<file path="src/rtl/riscv_ctrl_pkg.sv">
// Shared definitions for the multicycle RV32I control unit: FSM state
// encoding, supported opcodes and the select/aluop/immsrc encodings that
// the controller drives into the datapath.
package riscv_ctrl_pkg;

  typedef enum logic [3:0] {
    S_FETCH    = 4'd0,
    S_DECODE   = 4'd1,
    S_MEMADR   = 4'd2,
    S_MEMREAD  = 4'd3,
    S_MEMWB    = 4'd4,
    S_MEMWRITE = 4'd5,
    S_EXECUTER = 4'd6,
    S_EXECUTEI = 4'd7,
    S_ALUWB    = 4'd8,
    S_BEQ      = 4'd9,
    S_JAL      = 4'd10
  } state_e;

  localparam logic [6:0] OP_LW   = 7'b0000011;
  localparam logic [6:0] OP_SW   = 7'b0100011;
  localparam logic [6:0] OP_R    = 7'b0110011;
  localparam logic [6:0] OP_IALU = 7'b0010011;
  localparam logic [6:0] OP_BEQ  = 7'b1100011;
  localparam logic [6:0] OP_JAL  = 7'b1101111;

  typedef enum logic [1:0] {
    ALUOP_ADD   = 2'b00,
    ALUOP_SUB   = 2'b01,
    ALUOP_FUNCT = 2'b10
  } aluop_e;

  typedef enum logic [1:0] {
    IMM_I = 2'b00,
    IMM_S = 2'b01,
    IMM_B = 2'b10,
    IMM_J = 2'b11
  } immsrc_e;

  typedef enum logic [1:0] {
    RES_ALUOUT = 2'b00,
    RES_DATA   = 2'b01,
    RES_ALU    = 2'b10
  } resultsrc_e;

  typedef enum logic [1:0] {
    SRCA_PC    = 2'b00,
    SRCA_OLDPC = 2'b01,
    SRCA_RS1   = 2'b10
  } alusrca_e;

  typedef enum logic [1:0] {
    SRCB_RS2  = 2'b00,
    SRCB_IMM  = 2'b01,
    SRCB_FOUR = 2'b10
  } alusrcb_e;

endpackage

</file>
<file path="src/rtl/multicycle_controller_if.sv">
// Control-unit <-> datapath bundle.
//   master: controller side (receives op/zero/mem_ready, drives enables,
//           selects, illegal and instret)
//   slave : datapath side
interface multicycle_controller_if #(
  parameter int unsigned INSTRET_W = 32
);
  logic [6:0]           op;
  logic                 zero;
  logic                 mem_ready;
  logic                 pcwrite;
  logic                 adrsrc;
  logic                 memwrite;
  logic                 irwrite;
  logic                 regwrite;
  logic [1:0]           resultsrc;
  logic [1:0]           alusrca;
  logic [1:0]           alusrcb;
  logic [1:0]           aluop;
  logic [1:0]           immsrc;
  logic                 illegal;
  logic [INSTRET_W-1:0] instret;

  modport master (
    input  op, zero, mem_ready,
    output pcwrite, adrsrc, memwrite, irwrite, regwrite,
           resultsrc, alusrca, alusrcb, aluop, immsrc, illegal, instret
  );

  modport slave (
    output op, zero, mem_ready,
    input  pcwrite, adrsrc, memwrite, irwrite, regwrite,
           resultsrc, alusrca, alusrcb, aluop, immsrc, illegal, instret
  );
endinterface

</file>
<file path="src/rtl/imm_src_decoder.sv">
// Combinational immediate-format decode from the opcode.
//   op_i     : IR opcode field
//   immsrc_o : 00 I, 01 S, 10 B, 11 J (unknown opcodes give 00)
module imm_src_decoder
  import riscv_ctrl_pkg::*;
(
  input  logic [6:0] op_i,
  output logic [1:0] immsrc_o
);

  always_comb begin
    immsrc_o = IMM_I;
    case (op_i)
      OP_SW:   immsrc_o = IMM_S;
      OP_BEQ:  immsrc_o = IMM_B;
      OP_JAL:  immsrc_o = IMM_J;
      default: immsrc_o = IMM_I;
    endcase
  end

endmodule

</file>
<file path="src/rtl/multicycle_controller.sv">
// Moore-style control FSM for the multicycle RV32I core.
//   clk   : rising-edge clock
//   reset : synchronous, active-high
//   ctrl  : master side of the controller bundle (opcode, zero flag,
//           memory handshake in; enables, selects, illegal, instret out)
// All outputs except instret are combinational; instret is registered.
module multicycle_controller
  import riscv_ctrl_pkg::*;
#(
  parameter int unsigned INSTRET_W = 32
) (
  input  logic                       clk,
  input  logic                       reset,
  multicycle_controller_if.master    ctrl
);

  state_e               state_q, state_d;
  state_e               cur_state;
  logic [INSTRET_W-1:0] instret_q, instret_d;

  logic       pcwrite, adrsrc, memwrite, irwrite, regwrite, illegal, retire;
  resultsrc_e resultsrc;
  alusrca_e   alusrca;
  alusrcb_e   alusrcb;
  aluop_e     aluop;
  logic [1:0] immsrc;

  imm_src_decoder u_imm_src_decoder (
    .op_i     (ctrl.op),
    .immsrc_o (immsrc)
  );

  always_ff @(posedge clk) begin
    if (reset) begin
      state_q   <= S_FETCH;
      instret_q <= '0;
    end else begin
      state_q   <= state_d;
      instret_q <= instret_d;
    end
  end

  // While reset is high the outputs are decoded as FETCH, then every
  // strobe is masked so no write can leak out of the reset cycle.
  always_comb begin
    state_d   = state_q;
    cur_state = reset ? S_FETCH : state_q;
    pcwrite   = 1'b0;
    adrsrc    = 1'b0;
    memwrite  = 1'b0;
    irwrite   = 1'b0;
    regwrite  = 1'b0;
    illegal   = 1'b0;
    retire    = 1'b0;
    resultsrc = RES_ALUOUT;
    alusrca   = SRCA_PC;
    alusrcb   = SRCB_RS2;
    aluop     = ALUOP_ADD;

    case (cur_state)
      S_FETCH: begin
        alusrcb   = SRCB_FOUR;
        resultsrc = RES_ALU;
        irwrite   = ctrl.mem_ready;
        pcwrite   = ctrl.mem_ready;
        if (ctrl.mem_ready) state_d = S_DECODE;
      end
      S_DECODE: begin
        alusrca = SRCA_OLDPC;
        alusrcb = SRCB_IMM;
        case (ctrl.op)
          OP_LW, OP_SW: state_d = S_MEMADR;
          OP_R:         state_d = S_EXECUTER;
          OP_IALU:      state_d = S_EXECUTEI;
          OP_BEQ:       state_d = S_BEQ;
          OP_JAL:       state_d = S_JAL;
          default: begin
            // Unsupported opcodes retire as no-ops.
            illegal = 1'b1;
            retire  = 1'b1;
            state_d = S_FETCH;
          end
        endcase
      end
      S_MEMADR: begin
        alusrca = SRCA_RS1;
        alusrcb = SRCB_IMM;
        state_d = (ctrl.op == OP_SW) ? S_MEMWRITE : S_MEMREAD;
      end
      S_MEMREAD: begin
        adrsrc = 1'b1;
        if (ctrl.mem_ready) state_d = S_MEMWB;
      end
      S_MEMWB: begin
        resultsrc = RES_DATA;
        regwrite  = 1'b1;
        retire    = 1'b1;
        state_d   = S_FETCH;
      end
      S_MEMWRITE: begin
        adrsrc   = 1'b1;
        memwrite = 1'b1;
        if (ctrl.mem_ready) begin
          retire  = 1'b1;
          state_d = S_FETCH;
        end
      end
      S_EXECUTER: begin
        alusrca = SRCA_RS1;
        alusrcb = SRCB_RS2;
        aluop   = ALUOP_FUNCT;
        state_d = S_ALUWB;
      end
      S_EXECUTEI: begin
        alusrca = SRCA_RS1;
        alusrcb = SRCB_IMM;
        aluop   = ALUOP_FUNCT;
        state_d = S_ALUWB;
      end
      S_ALUWB: begin
        regwrite = 1'b1;
        retire   = 1'b1;
        state_d  = S_FETCH;
      end
      S_BEQ: begin
        alusrca = SRCA_RS1;
        alusrcb = SRCB_RS2;
        aluop   = ALUOP_SUB;
        pcwrite = ctrl.zero;
        retire  = 1'b1;
        state_d = S_FETCH;
      end
      S_JAL: begin
        alusrca = SRCA_OLDPC;
        alusrcb = SRCB_FOUR;
        pcwrite = 1'b1;
        state_d = S_ALUWB;
      end
      default: state_d = S_FETCH;
    endcase

    if (reset) begin
      pcwrite  = 1'b0;
      irwrite  = 1'b0;
      regwrite = 1'b0;
      memwrite = 1'b0;
      illegal  = 1'b0;
      retire   = 1'b0;
    end
  end

  assign instret_d = retire ? instret_q + INSTRET_W'(1) : instret_q;

  assign ctrl.pcwrite   = pcwrite;
  assign ctrl.adrsrc    = adrsrc;
  assign ctrl.memwrite  = memwrite;
  assign ctrl.irwrite   = irwrite;
  assign ctrl.regwrite  = regwrite;
  assign ctrl.resultsrc = resultsrc;
  assign ctrl.alusrca   = alusrca;
  assign ctrl.alusrcb   = alusrcb;
  assign ctrl.aluop     = aluop;
  assign ctrl.immsrc    = immsrc;
  assign ctrl.illegal   = illegal;
  assign ctrl.instret   = instret_q;

endmodule

</file>
<file path="src/flat_wrapper.sv">
// flat-port wrapper written by rule: the top's interface ports become plain ports
module multicycle_controller_flat import riscv_ctrl_pkg::*;
#(
  parameter int unsigned INSTRET_W = 32
)
  (clk, reset, ctrl_op, ctrl_zero, ctrl_mem_ready, ctrl_pcwrite, ctrl_adrsrc, ctrl_memwrite, ctrl_irwrite, ctrl_regwrite, ctrl_resultsrc, ctrl_alusrca, ctrl_alusrcb, ctrl_aluop, ctrl_immsrc, ctrl_illegal, ctrl_instret);
  multicycle_controller_if #(.INSTRET_W(INSTRET_W)) ctrl_i ();
  input  logic clk;
  input  logic reset;
  input wire logic [$bits(ctrl_i.op)-1:0] ctrl_op;
  input wire logic [$bits(ctrl_i.zero)-1:0] ctrl_zero;
  input wire logic [$bits(ctrl_i.mem_ready)-1:0] ctrl_mem_ready;
  output wire logic [$bits(ctrl_i.pcwrite)-1:0] ctrl_pcwrite;
  output wire logic [$bits(ctrl_i.adrsrc)-1:0] ctrl_adrsrc;
  output wire logic [$bits(ctrl_i.memwrite)-1:0] ctrl_memwrite;
  output wire logic [$bits(ctrl_i.irwrite)-1:0] ctrl_irwrite;
  output wire logic [$bits(ctrl_i.regwrite)-1:0] ctrl_regwrite;
  output wire logic [$bits(ctrl_i.resultsrc)-1:0] ctrl_resultsrc;
  output wire logic [$bits(ctrl_i.alusrca)-1:0] ctrl_alusrca;
  output wire logic [$bits(ctrl_i.alusrcb)-1:0] ctrl_alusrcb;
  output wire logic [$bits(ctrl_i.aluop)-1:0] ctrl_aluop;
  output wire logic [$bits(ctrl_i.immsrc)-1:0] ctrl_immsrc;
  output wire logic [$bits(ctrl_i.illegal)-1:0] ctrl_illegal;
  output wire logic [$bits(ctrl_i.instret)-1:0] ctrl_instret;
  assign ctrl_i.op = ctrl_op;
  assign ctrl_i.zero = ctrl_zero;
  assign ctrl_i.mem_ready = ctrl_mem_ready;
  assign ctrl_pcwrite = ctrl_i.pcwrite;
  assign ctrl_adrsrc = ctrl_i.adrsrc;
  assign ctrl_memwrite = ctrl_i.memwrite;
  assign ctrl_irwrite = ctrl_i.irwrite;
  assign ctrl_regwrite = ctrl_i.regwrite;
  assign ctrl_resultsrc = ctrl_i.resultsrc;
  assign ctrl_alusrca = ctrl_i.alusrca;
  assign ctrl_alusrcb = ctrl_i.alusrcb;
  assign ctrl_aluop = ctrl_i.aluop;
  assign ctrl_immsrc = ctrl_i.immsrc;
  assign ctrl_illegal = ctrl_i.illegal;
  assign ctrl_instret = ctrl_i.instret;
  multicycle_controller #(.INSTRET_W(INSTRET_W)) u_core (.clk(clk), .reset(reset), .ctrl(ctrl_i));
endmodule
</file>
<file path="config.mk">
export PLATFORM = sky130hd
export DESIGN_NAME = multicycle_controller_flat
export DESIGN_NICKNAME = d
export VERILOG_FILES = /design/src/rtl/riscv_ctrl_pkg.sv /design/src/rtl/multicycle_controller_if.sv /design/src/rtl/imm_src_decoder.sv /design/src/rtl/multicycle_controller.sv /design/src/flat_wrapper.sv
export SDC_FILE = /design/constraint.sdc
export NUM_CORES = 1
export LEC_CHECK = 0
export CORE_ASPECT_RATIO = 1.1
export CORE_MARGIN = 2
export CORE_UTILIZATION = 40
export CTS_CLUSTER_SIZE = 10
export DETAILED_ROUTE_END_ITERATION = 8
export PLACE_DENSITY = 0.66
export SLEW_MARGIN = 10
export SYNTH_ARGS = -nofsm -noshare
export SYNTH_HDL_FRONTEND = slang
export SYNTH_HIERARCHICAL = 1
export SYNTH_SLANG_ARGS = --single-unit
</file>
<file path="constraint.sdc">
create_clock -name clk -period 2.11 [get_ports clk]
set_input_delay 0.211 -clock clk [delete_from_list [all_inputs] [get_ports clk]]
set_output_delay 0.211 -clock clk [all_outputs]
set_load 0.01 [all_outputs]
</file>
[Word-level counts from Yosys, hierarchy flattened]
Cells that the tools add are included.
Storage, ports and cells
  output and inout bits: 48
  input bits: 11
  word-level logic and storage cells: 62
  register bits after elaboration: 36
Operators by class
  add/sub/neg operators: 1
  equal/unequal tests: 19
  reduce and logical (&&, ||, !) cells: 13
  mux-type cells: 27
Operator list (number)
  $add A32 B1 Y32 const B: 1
  $pmux W4 S6: 1
  $pmux W4 S5: 1
  $eq A4 B3 Y1 const B: 4
  $mux W4: 4
  $pmux W2 S2: 4
  $eq A7 B6 Y1 const B: 2
  $eq A7 B7 Y1 const B: 2
  $mux W1: 13
  $eq A4 B4 Y1 const B: 3
  $reduce_or A2 Y1: 6
  $reduce_or A3 Y1: 3
  $eq A4 B2 Y1 const B: 2
  $eq A7 B2 Y1 const B: 1
  $eq A7 B5 Y1 const B: 1
  $ne A2 B2 Y1 const B: 3
  $pmux W1 S3: 2
  $pmux W2 S3: 1
  $reduce_or A6 Y1: 1
  $eq A4 B1 Y1 const B: 1
  $logic_not A4 Y1: 1
  $reduce_or A4 Y1: 1
  $mux W3: 1
  $reduce_and A3 Y1: 1

[Longest topological paths before layout]
  word-level depth: 5
  gate-level depth with buffers: 8
  depth with buffers taken out: 6

[Modules after synthesis]
The synthesis kept the hierarchy.
Modules (own cells, without submodules)
  multicycle_controller: seq. area each 720.7 um2, area an instance 2178.3 um2, cells each 274, times used 1
  imm_src_decoder: seq. area each 0.0 um2, area an instance 43.8 um2, cells each 6, times used 1

[Least setup slack after synthesis]
No wires, ideal clock.
  path kind: flip-flop to flip-flop
  from: register u_core.instret_q[4] (netlist: u_core/ctrl.instret[4])
  to: register u_core.instret_q[24] (netlist: u_core/ctrl.instret[24])
  clock period less this slack: 1927 ps
  data arrival time: 1806 ps
  library setup time: 121 ps
  buffers on the path: 1
  path slack: 183 ps
  cell stages (with the launch flop): 7
  required time: 1989 ps
  path through: dfxtp_1 -> nand4_4 -> nor4_4 -> nand2_2 -> buf_6 -> nor4_1 -> mux2_2
Between the ends
  word-level cells in the longest chain between the ends: 1
Ends and longest elaborated chain
  start: declaration: RTL line multicycle_controller.sv:19  | logic [INSTRET_W-1:0] instret_q, instret_d;
  start signal: assignment: RTL line multicycle_controller.sv:39  | instret_q <= instret_d;
  $add A32 B1 Y32: RTL line multicycle_controller.sv:152  | assign instret_d = retire ? instret_q + INSTRET_W'(1) : instret_q;
Every way passes these cells.
A chain may end at the register's enable or synchronous reset.

[Worst setup path after layout]
  from: register u_core.state_q[3]
  to: register u_core.instret_q[21] (netlist: u_core/ctrl.instret[21])
Between the ends
  word-level cells in the longest chain between the ends: 5
  elaborated cells between the ends (all ways): 9
  those cells by class: eq/ne (5); mux (3); reduce/logical (1)
Ends and longest elaborated chain
  start: declaration: RTL line multicycle_controller.sv:17  | state_e state_q, state_d;
  start signal: assignment: RTL line multicycle_controller.sv:38  | state_q <= state_d;
  $mux W4 *: RTL line multicycle_controller.sv:47  | cur_state = reset ? S_FETCH : state_q;
  $eq A4 B4 Y1 / $eq A4 B3 Y1 (equally long branches): RTL line multicycle_controller.sv:60  | case (cur_state)
  $reduce_or A3 Y1 (no line)
  $pmux W1 S3 *: RTL line multicycle_controller.sv:60
  $mux W1 *: RTL line multicycle_controller.sv:142  | if (reset) begin
Mark *: on every way between the ends. The rest lies on a longest branch, timed or not.

==> flow_summary.ini <==
[synth]
syn-instance-count = 280
ys_async_sr_fraction_pct = 0
ys_types = 53
ys_seq_elements = 36
syn_avg_cell_area_um2 = 7.94
syn_nets = 292
ys_seq_area_share_pct = 32.4
mappedNetlistArea_um2 = 2220
ys.flop_type = dfxtp_1
yosysWarningCount = 6
synth-edff-count = 0

[final_layout]
drive_gt1_share_pct = 18.5
fin_cells = 442
regArea_um2 = 728
n_antenna_cell = 0
fillers = 497
fin_nets = 379
final_area_um2 = 3260
multi_input_area_um2 = 1390
synthToLayoutAreaGrowth_pct = 46.6

[timing]
fmax_mhz = 504
skew_ns = 0.00601
tightest_slew_ns = 0.492
finalCritPeriodShare_pct = 94.0
slew-limit-headroom_pct = 66.8
setup_viol = 0
fin_crit_ns = 1.98
hold_viol_final = 0
rsz0062_at_grt = false
slew_violations = 0

[power]
p_seq_share_pct = 48.6
ir_drop_mv = 0.304
combinationalPowerShare_pct = 14.3
power_density_nw_per_um2 = 437
p_leak_nw = 1.21
p_sw_uw = 345
switching_share_pct = 24.3
pwr-share-clk_pct = 37.2
internal_power_mw = 1.08

[worst_hold_path]
whs_path_depth = 3
hp-class = in -> reg

[routing]
viasPerCell = 5.61
drt_iter0_markers = 202
avgRoutedWirePerCell_um = 14.1
wl_mm = 6.25
final_antenna_net_count = 0
drcViolationCount = 0
first_pass_iters = 4
num_vias = 2481

[global_route]
grt_max_degree = 33
overflow = 0
grt_pass1_wl_mm = 10.2
track_usage_pct = 20.9
antenna_found_initial = 0
first_global_vias = 2257

[clock_tree]
htree_levels = 2
cts_setup_buffers = 0
cts_inserted_buffers = 5
clock-sinks = 36
cts.path.max_buffers = 2
clk_latency_ns = 0.29
cts_root_buffer = clkbuf_8
cts.clk_slew.worst_paths_ns = 0.07
cts_tree = yes
ctsHoldBuffers = 0

[placement]
dp_hpwl_mm = 4.54
port_buffers = 58
dp_cells = 435
postPlaceCellArea_um2 = 3130
gp_congestion = 0.854

[worst_setup_path]
reg2reg_depth = 6
crit_path_end_kind = register
path_max_fanout = 32
arrival_ns = 2.20
path_class = reg -> reg
worst_ep_required_time_ns = 2.33
startpoint_type = register

[die]
pin_count = 59
die_y_um = 82.2
num_rows = 28
start_util_pct = 41.5
coreArea_um2 = 5360
dieArea_um2 = 6170
die_w_um = 75.1

[run]
drv_cap = 0

[outcome]
outcome = finished, final reports clean
[registers in the layout, indices dropped and copies added (netlist names)]
name,flops
u_core/state_q,4
u_core/ctrl.instret,32
[synth_stat cells, drive strengths merged, types with 2 or more instances]
cell	n	area, µm²
xor2	2	17.5
a22o	2	17.5
nor3	5	30.0
xnor2	2	17.5
nor4	7	58.8
a21boi	2	15.0
o31a	2	17.5
and3	6	37.5
o21ai	12	60.1
clkbuf	12	45.0
o21a	3	22.5
nor2	19	71.3
nand4	13	96.3
o41ai	4	35.0
mux2	2	22.5
inv	5	18.8
a21oi	25	125
nor2b	4	25.0
buf	7	57.6
or3	14	92.6
o31ai	16	120
or2	2	12.5
dfxtp	36	721
o311ai	5	43.8
nand2	24	92.6
or4	15	113
nand3	12	60.1
nand2b	5	31.3
[logic make-up (layout without fill, tap and decap cells)]
logic type	count (synthesis)	count (layout)	synth area share (%)
compound gates	80	80	24.0
mux	3	3	1.46
fa+ha+maj	1	1	0.563
buf+inv	25	112	5.63
flops	36	36	32.4
simple gates	131	131	34.3
xor+xnor	4	4	1.58
[routing by layer]
| metal | up-vias | wire length (µm) | GRT usage, % |
|---|---|---|---|
| met5 | - | 0 | 0 |
| met3 | 10 | 243 | 4.00 |
| met4 | 0 | 68 | 4.82 |
| met2 | 54 | 2940 | 33.4 |
| met1 | 1165 | 3000 | 28.9 |
| li1 | 1252 | - | - |
[per-stage QoR]
step	util (%)	setup WS, ns	power, mW	setup TNS [ns]	hold slack [ns]
after floorplan	-	0.183	0.799	0	0.368
after global placement	58.3	-0.125	0.907	-1.90	0.480
after detailed placement	58.3	-0.183	0.909	-2.91	0.487
after CTS	60.2	0.00242	1.43	0	0.498
after global routing	60.8	0.00365	1.49	0	0.503
final	60.8	0.126	1.42	0	0.477
[worst max-delay path: stages (launching register included)]
cell     delay [ns]
dfxtp_2        0.37
and2b_1        0.23
a21oi_1        0.08
o32a_2         0.39
buf_12         0.18
or4_1          0.51
a21oi_1        0.16
[area by class of cell]
cell class              instances  share of cell area (%)
multi-input cells             219                    42.8
repair buffers                 99                    28.3
inverters                       6                   0.692
clock buffers                   7                    2.96
well taps                      75                    2.88
flip-flops and latches         36                    22.4
[power groups by stage]
stage                     combinational [mW]  clock, mW  sequential, mW
after CTS                              0.204      0.536           0.690
after global routing                   0.221      0.574           0.691
after global placement                 0.202          0           0.705
after detailed placement               0.204          0           0.705
after floorplan                       0.0935          0           0.705
final                                  0.203      0.528           0.690
[what timing repair did]
| item | CTS | global route |
|---|---|---|
| gates resized for setup | 5 | 14 |
| pin swaps | 0 | 2 |
| endpoints found under the setup margin | 3 | 25 |
[cell usage in the layout (no fill, tap or decap), types with 11 or more instances in the layout]
cell,instances
clkdlybuf4s50_1,50
o21ai_0,12
nand2_1,23
nand4_1,12
o31ai_1,16
dfxtp_1,30
a21oi_1,25
buf_4,39
or4_1,15
nand3_1,11
nor2_1,19
or3_1,13
[path summary, 6_finish.rpt]
| check | from | to | slack (ns) |
|---|---|---|---|
| setup / recovery | u_core/state_q[3]$_SDFFE_PP0P_ | u_core/ctrl.instret[21]$_SDFFE_PP0P_ | 0.13 |
| setup reg to reg | u_core/state_q[3]$_SDFFE_PP0P_ | u_core/ctrl.instret[21]$_SDFFE_PP0P_ | 0.13 |
| hold reg to reg | u_core/ctrl.instret[30]$_SDFFE_PP0P_ | u_core/ctrl.instret[30]$_SDFFE_PP0P_ | 0.49 |
| hold / removal | reset | u_core/ctrl.instret[28]$_SDFFE_PP0P_ | 0.48 |
Note: power is estimated with default switching activity, not from simulation.
